<file path="src/rtl/csa_op_sequencer.sv">
// Self-checking operand initiator for the top_CSA adder/subtractor: LFSR operands, golden compare, pass/fail tally.
// Optional first-failure capture ports are built when CSA_SEQ_FIRST_FAIL_EN is defined.
module csa_op_sequencer #(
    parameter int unsigned WIDTH   = 64,
    parameter int unsigned NUM_OPS = 16,
    parameter int unsigned TIMEOUT = 15,
    parameter logic [63:0] SEED    = 64'h1D872B41C0FFEE01
) (
    input  logic             clock,
    input  logic             reset,
    input  logic             run,
    output logic [WIDTH-1:0] ope1,
    output logic [WIDTH-1:0] ope2,
    output logic             add_sub,
    output logic             start,
    input  logic [WIDTH-1:0] sum,
    input  logic             complete,
    input  logic             cout,
    input  logic             overf,
    output logic             busy,
    output logic             done,
    output logic [15:0]      pass_count,
    output logic [15:0]      fail_count,
    output logic             timeout_err
`ifdef CSA_SEQ_FIRST_FAIL_EN
    ,
    output logic             fail_valid,
    output logic [WIDTH-1:0] fail_ope1,
    output logic [WIDTH-1:0] fail_ope2,
    output logic [WIDTH-1:0] fail_sum,
    output logic             fail_add_sub
`endif
);

    // state | meaning
    // IDLE  | waiting for run
    // ISSUE | start pulse, operands valid, golden registered
    // WAIT  | waiting for complete or timer terminal count
    // CHECK | compare captured result with golden, tally
    // DONE  | run finished, held until run drops
    typedef enum logic [2:0] {
        S_IDLE,
        S_ISSUE,
        S_WAIT,
        S_CHECK,
        S_DONE
    } state_t;

    localparam logic [15:0] LAST_IDX = 16'(NUM_OPS - 1);
    localparam logic [7:0]  TMR_LOAD = 8'(TIMEOUT - 1);

    state_t state, state_nx;

    logic [63:0]      lfsr_a, lfsr_b;
    logic [15:0]      op_idx;
    logic [7:0]       tmr;
    logic [WIDTH-1:0] gold_sum, cap_sum;
    logic             gold_cout, gold_ovf;
    logic             cap_cout, cap_ovf, cap_to;

    logic [WIDTH-1:0] opb_eff;
    logic [WIDTH:0]   gold_wide;
    logic             gold_ovf_c;
    logic             op_ok;
    logic             tmr_tc;
    logic             last_op;
    logic             new_run;

    always_comb begin
        opb_eff    = add_sub ? ~ope2 : ope2;
        gold_wide  = {1'b0, ope1} + {1'b0, opb_eff} + {{WIDTH{1'b0}}, add_sub};
        gold_ovf_c = (ope1[WIDTH-1] == opb_eff[WIDTH-1]) &&
                     (gold_wide[WIDTH-1] != ope1[WIDTH-1]);
        op_ok      = !cap_to && (cap_sum == gold_sum) &&
                     (cap_cout == gold_cout) && (cap_ovf == gold_ovf);
        tmr_tc     = (tmr == 8'd0);
        last_op    = (op_idx >= LAST_IDX);
        new_run    = (state == S_IDLE) && run;
    end

    always_ff @(posedge clock) begin
        if (reset) begin
            state <= S_IDLE;
        end else begin
            state <= state_nx;
        end
    end

    always_comb begin
        state_nx = state;
        start    = 1'b0;
        busy     = 1'b0;
        done     = 1'b0;
        case (state)
            S_IDLE: begin
                if (run) begin
                    state_nx = S_ISSUE;
                end
            end
            S_ISSUE: begin
                start    = 1'b1;
                busy     = 1'b1;
                state_nx = S_WAIT;
            end
            S_WAIT: begin
                busy = 1'b1;
                if (complete || tmr_tc) begin
                    state_nx = S_CHECK;
                end
            end
            S_CHECK: begin
                busy     = 1'b1;
                state_nx = last_op ? S_DONE : S_ISSUE;
            end
            S_DONE: begin
                done = 1'b1;
                if (!run) begin
                    state_nx = S_IDLE;
                end
            end
            default: state_nx = S_IDLE;
        endcase
    end

    // Operands are latched on entry to ISSUE so they stay stable while the LFSRs advance.
    always_ff @(posedge clock) begin
        if (reset) begin
            lfsr_a      <= SEED;
            lfsr_b      <= ~SEED;
            op_idx      <= 16'd0;
            tmr         <= 8'd0;
            ope1        <= '0;
            ope2        <= '0;
            add_sub     <= 1'b0;
            gold_sum    <= '0;
            gold_cout   <= 1'b0;
            gold_ovf    <= 1'b0;
            cap_sum     <= '0;
            cap_cout    <= 1'b0;
            cap_ovf     <= 1'b0;
            cap_to      <= 1'b0;
            pass_count  <= 16'd0;
            fail_count  <= 16'd0;
            timeout_err <= 1'b0;
        end else begin
            if (new_run) begin
                op_idx     <= 16'd0;
                pass_count <= 16'd0;
                fail_count <= 16'd0;
                ope1       <= lfsr_a[WIDTH-1:0];
                ope2       <= lfsr_b[WIDTH-1:0];
                add_sub    <= 1'b0;
            end

            if (state == S_ISSUE) begin
                lfsr_a    <= {lfsr_a[62:0], lfsr_a[63] ^ lfsr_a[62] ^ lfsr_a[60] ^ lfsr_a[59]};
                lfsr_b    <= {lfsr_b[62:0], lfsr_b[63] ^ lfsr_b[62] ^ lfsr_b[60] ^ lfsr_b[59]};
                tmr       <= TMR_LOAD;
                gold_sum  <= gold_wide[WIDTH-1:0];
                gold_cout <= gold_wide[WIDTH];
                gold_ovf  <= gold_ovf_c;
            end

            if (state == S_WAIT) begin
                if (complete) begin
                    cap_sum  <= sum;
                    cap_cout <= cout;
                    cap_ovf  <= overf;
                    cap_to   <= 1'b0;
                end else if (tmr_tc) begin
                    cap_to      <= 1'b1;
                    timeout_err <= 1'b1;
                end else begin
                    tmr <= tmr - 8'd1;
                end
            end

            if (state == S_CHECK) begin
                if (op_ok) begin
                    pass_count <= (pass_count == 16'hFFFF) ? pass_count : pass_count + 16'd1;
                end else begin
                    fail_count <= (fail_count == 16'hFFFF) ? fail_count : fail_count + 16'd1;
                end
                if (!last_op) begin
                    op_idx  <= op_idx + 16'd1;
                    ope1    <= lfsr_a[WIDTH-1:0];
                    ope2    <= lfsr_b[WIDTH-1:0];
                    add_sub <= ~op_idx[0];
                end
            end
        end
    end

`ifdef CSA_SEQ_FIRST_FAIL_EN
    always_ff @(posedge clock) begin
        if (reset || new_run) begin
            fail_valid   <= 1'b0;
            fail_ope1    <= '0;
            fail_ope2    <= '0;
            fail_sum     <= '0;
            fail_add_sub <= 1'b0;
        end else if ((state == S_CHECK) && !op_ok && !fail_valid) begin
            fail_valid   <= 1'b1;
            fail_ope1    <= ope1;
            fail_ope2    <= ope2;
            fail_sum     <= cap_to ? '0 : cap_sum;
            fail_add_sub <= add_sub;
        end
    end
`endif

endmodule

</file>
<file path="config.mk">
export PLATFORM = sky130hd
export DESIGN_NAME = csa_op_sequencer
export DESIGN_NICKNAME = d
export VERILOG_FILES = /design/src/rtl/csa_op_sequencer.sv
export SDC_FILE = /design/constraint.sdc
export NUM_CORES = 1
export LEC_CHECK = 0
export BUFFER_PORTS_ARGS = -buffer_cell sky130_fd_sc_hd__buf_2
export CORE_ASPECT_RATIO = 0.6
export CORE_MARGIN = 2
export CORE_UTILIZATION = 25
export CTS_CLUSTER_DIAMETER = 120
export DETAILED_ROUTE_END_ITERATION = 8
export HOLD_SLACK_MARGIN = 0.15
export PLACE_DENSITY_LB_ADDON = 0.05
export REMOVE_ABC_BUFFERS = 1
export SKIP_CTS_REPAIR_TIMING = 1
export SLEW_MARGIN = 20
export SYNTH_ARGS = -nofsm -noshare
export SYNTH_HDL_FRONTEND = slang
export SYNTH_SLANG_ARGS = --single-unit
</file>
<file path="constraint.sdc">
create_clock -name clock -period 8.48 [get_ports clock]
set_input_delay 1.272 -clock clock [delete_from_list [all_inputs] [get_ports clock]]
set_output_delay 1.272 -clock clock [all_outputs]
set_load 0.02 [all_outputs]
</file>
# Word level (Yosys, flattened, before mapping)
# Cells that the tools add are included.
# op_classes
n_addsub,6
magnitude_cmp,1
n_eq_ne,16
mux,35
bitwise,9
reduce_logical,15
# ops
op,count
64-bit 2-to-1 mux,7
16-bit 2-to-1 mux,11
64-bit by 64-bit adder with 65-bit output,1
65-bit by 1-bit adder with 65-bit output,1
64-bit equality test,1
64-bit inverter,1
16-bit by 1-bit adder with 16-bit output (second input constant),3
16-bit equality test (second input constant),2
8-bit 2-to-1 mux,4
16-bit by 4-bit greater-or-equal comparator with 1-bit output (second input constant),1
3-bit one-hot mux with 5 select lines,1
3-bit 2-to-1 mux,4
8-bit zero test,1
1-bit 2-to-1 mux,8
8-bit by 1-bit subtractor with 8-bit output (second input constant),1
3-bit by 2-bit equality test with 1-bit output (second input constant),2
2-bit != test (second input constant),3
3-bit != test (second input constant),2
3-bit AND reduction,2
1-bit bitwise XOR,6
1-bit logical AND,5
2-bit AND reduction,2
1-bit equality test,3
3-bit by 1-bit equality test with 1-bit output (second input constant),1
other kinds (8),9
# totals
reg_bits,450
in_bits,70
output_inout_bits,165
wordCells,100

# Logic depth before layout (Yosys ltp)
# logic_depth
word_depth,6
depth_mapped,16
depth_no_buf,14

# Worst setup path before layout
# No wires, ideal clock.
# synth_timing
kind,register to register
from,register add_sub
to,register gold_sum[63]
arrival_ns,3.736
t_required_ns,8.360
setup_slack_ns,4.624
stages_incl_launch_ff,16
cell_sequence,dfxtp_1 clkbuf_1 buf_1 xor2_1 ha_1 nand2_2 nor4_2 a221oi_2 a21oi_1 o211ai_2 a2111o_1 o21ai_2 a21o_1 a221o_1 nor4b_2 a211o_1
# synth_via
elab_chain_len,3
# synth_rtl
item,line,text
start: declaration,14,"output logic add_sub,"
start signal: assignment,188,add_sub <= ~op_idx[0];
64-bit 2-to-1 mux,70,opb_eff = add_sub ? ~ope2 : ope2;
64-bit by 64-bit adder with 65-bit output,71,"gold_wide = {1'b0, ope1} + {1'b0, opb_eff} + {{WIDTH{1'b0}}, add_sub};"
65-bit by 1-bit adder with 65-bit output *,71,
end signal: assignment,159,gold_sum <= gold_wide[WIDTH-1:0];
end: declaration,57,"logic [WIDTH-1:0] gold_sum, cap_sum;"
# Mark *: on every way between the ends. The rest lies on a longest branch, timed or not.
# A chain may end at the register's enable or synchronous reset.

# Worst setup path after layout
# layout_timing
from,register add_sub
to,register gold_sum[60]
# The elaborated chain is that of the path after synthesis.

==> reports/results.txt <==
status: completed
NetSw: 0.00167 W
Fillers: 9112
Cell Chain, Critical Path: buf_4 > xor2_1 > ha_1 > a21oi_1 > o21ai_0 > nor2_1 > nand4_1 > a32oi_1 > nand3_1 > a221oi_1 > o21ai_0 > nand4_1 > mux2i_1 > a21oi_1
worst-margin pin slew: 1320 ps
Routability Congestion: 0.856
post-synth top area cell: dfxtp_1
dpl hpwl: 53100 µm
switching share of power: 30.5%
top layer in use: met4
share of cells above drive strength 1: 12.3%
reg2reg start: add_sub
drt first-iter violations: 1238
Setup CP Type: flip-flop to flip-flop
Setup TNS Final: 0 ps
proportion of synthesized chip area in sequential cells: 42.8%
Worst Reg-to-Reg Cells: 14
HP Start: cap_sum[23]
wire length on met1: 41500 µm
CP arrival: 5210 ps
pin count of the biggest net entering global routing: 209
number of rows in the core area: 82
maximum resistive drop on vdd: 0.127 mV
pins over their slew limit: 0
Synth Warn #: 0
CTS root buf: clkbuf_16
R2R setup slack: 3720 ps
DRT Pass-1 Iters: 5
clock buffer depth: 3
Final Hold Violating Endpoints: 0
Cell Area, Synth: 21000 µm²
Die X: 378 µm
htree depth: 2
Hold Path Stages: 2
GRT Overall Usage: 17.2%
fmax: 210 MHz
Final setup viols: 0
vias per cell: 4.70
Setup crit end kind: flip-flop
flops & latches, synth: 450
ANT nets after route: 0
Critical Path RT: 8930 ps
Clk Latency, worst-skew pair: 620 ps
pwr/cell area: 220 nW/µm²
Async SR Flop Fraction: 0%
max cap viols: 0
antenna violations before repair: 4
met3 routed WL: 3140 µm
quantity of I/O buffers inserted on ports: 234
RSZ-0062 raised after global routing: no
Crit-path slowest cell: dfxtp_4
clock sinks: 450
HP Class: flip-flop to flip-flop
gate count after technology mapping: 2714
fin crit period: 4760 ps
met2 WL: 30300 µm
Synth Area per Inst: 7.75 µm²
Netlist cell types: 80
vias in the first global route: 18000
P_leak: 10.1 nW
post-layout util: 29.7%
Flop pwr share: 43.3%
I/O pin cnt: 235
biggest cell delay along the critical path: 660 ps
Final period util: 56.1%
Die Ht: 229 µm
worst-path maximum fanout: 39
critical path startpoint category: flip-flop
DR vias: 18900
Post-Route WL: 76200 µm
Reg2Reg Capture Point: gold_sum[60]
DRC Markers: 0
EDFF count, synth: 0
die area: 86500 µm²
Worst Skew: 25.1 ps
area grow syn2layout: 18.0%
Slew headroom: 12.1%
Primary FF master, synth: dfxtp_1
placeable core region: 83400 µm²
internal power: 0.00380 W
synth cell count leaders: 821 x nand2_1, 450 x dfxtp_1, 413 x a21oi_1
Routed WL per cell: 18.9 µm
cts bufs inserted: 50
final net count: 2990
Comb pwr share: 15.9%
Initial Util: 25.2%
top-count cell post-synth: nand2_1
endpoint of the worst hold path: cap_sum[23]
share of the synthesized area in the top cell type: 42.8%
Multi-input gate area: 11300 µm²
clock share of power: 40.8%
Reg area: 9010 µm²
first-pass GRT wire length: 115000 µm
remaining global-route overflow: 0
Synth area leaders: dfxtp_1 43%, nand2_1 15%, a21oi_1 9.8%
Clock transition at path regs: 60 ps
TritonCTS clock tree: yes
-- registers in the layout (all words and copies together) (netlist names), 3 cells and up --
| register | cells |
|---|---|
| cap_sum | 64 |
| gold_sum | 64 |
| lfsr_a | 64 |
| lfsr_b | 64 |
| ope1 | 64 |
| ope2 | 64 |
| fail_count | 16 |
| op_idx | 16 |
| pass_count | 16 |
| tmr | 8 |
| state | 3 |
-- layout by cell type, fill, tap and decap left out, types with 32 or more instances in the layout --
cell type / count
nand2_1: 818
dfxtp_1: 449
a21oi_1: 413
buf_2: 233
xor2_1: 110
nor2_1: 101
xnor2_1: 73
nand3b_1: 69
ha_1: 68
o21ai_0: 54
clkbuf_16: 51
nand3_1: 37
inv_1: 33
nand4_1: 32
-- logic make-up (layout without fill, tap and decap cells) --
family          count (synthesis)  after routing  share of synthesized area (%)
compound gates                608            608                           16.5
xor+xnor                      183            183                           7.62
fa+ha+maj                      69             69                           4.14
buf+inv                       199            372                           3.62
flops                         450            450                           42.8
mux                             4              4                          0.208
other cells                     0              1                              0
simple gates                 1201           1201                           25.1
-- power by group through the flow --
stage | sequential [W] | combinational, W | clock, W
finish | 0.00237 | 0.000872 | 0.00223
global route | 0.00238 | 0.000972 | 0.00240
CTS | 0.00237 | 0.000885 | 0.00231
detailed placement | 0.00242 | 0.000881 | 0
global placement | 0.00241 | 0.000879 | 0
floorplan | 0.00242 | 0.000511 | 0
-- worst max-delay path: cells and delay by family, from the launching register on --
family / cells / cell delay [ps]
buffers and inverters: 1 / 610
and+or+nand+nor: 4 / 900
AOI/OAI and AO/OA: 6 / 1590
xor gates and xnor gates: 1 / 140
DFF: 1 / 660
adders and majority gates: 1 / 410
muxes: 1 / 200
-- worst max path at each step --
| stage | startpoint | end | slack [ps] | depth (start not counted) |
|---|---|---|---|---|
| 3_3_place_gp | add_sub | gold_sum[60] | 3920 | 14 |
| 4_1_cts | add_sub | gold_sum[60] | 3730 | 14 |
| 2_1_floorplan | state[2] | start | 1190 | 3 |
| 6_report | add_sub | gold_sum[60] | 3720 | 14 |
| 3_5_place_dp | add_sub | gold_sum[60] | 3770 | 14 |
| 5_1_grt | add_sub | gold_sum[60] | 3300 | 14 |
-- metal layers --
layer / global-route usage [%] / up-vias
met4: 3.65 / 0
met5: 0 / -
met3: 2.76 / 79
met2: 23.8 / 350
li1: - / 9452
met1: 27.4 / 9013
-- stage by stage --
stage          instance area, µm²  std cells  setup slack (ps)  hold slack (ps)  total power (W)
2_1_floorplan               20400       2549              1190              425          0.00293
4_1_cts                     24800       4021              3730              465          0.00557
3_3_place_gp                23200       3933              3920              442          0.00329
3_5_place_dp                23200       3933              3770              447          0.00330
6_report                    24800       4022              3720              460          0.00547
5_1_grt                     24800       4022              3300              477          0.00575
-- area by class of cell --
cell class | instances | share of cell area (%)
multi-input cells | 2065 | 45.5
flip-flops and latches | 450 | 36.3
clock buffers | 77 | 5.94
well taps | 1134 | 5.72
repair buffers | 250 | 5.36
clock inverters | 11 | 0.585
inverters | 34 | 0.535
diodes | 1 | 0.0101
(Power assumes the default switching activity.)
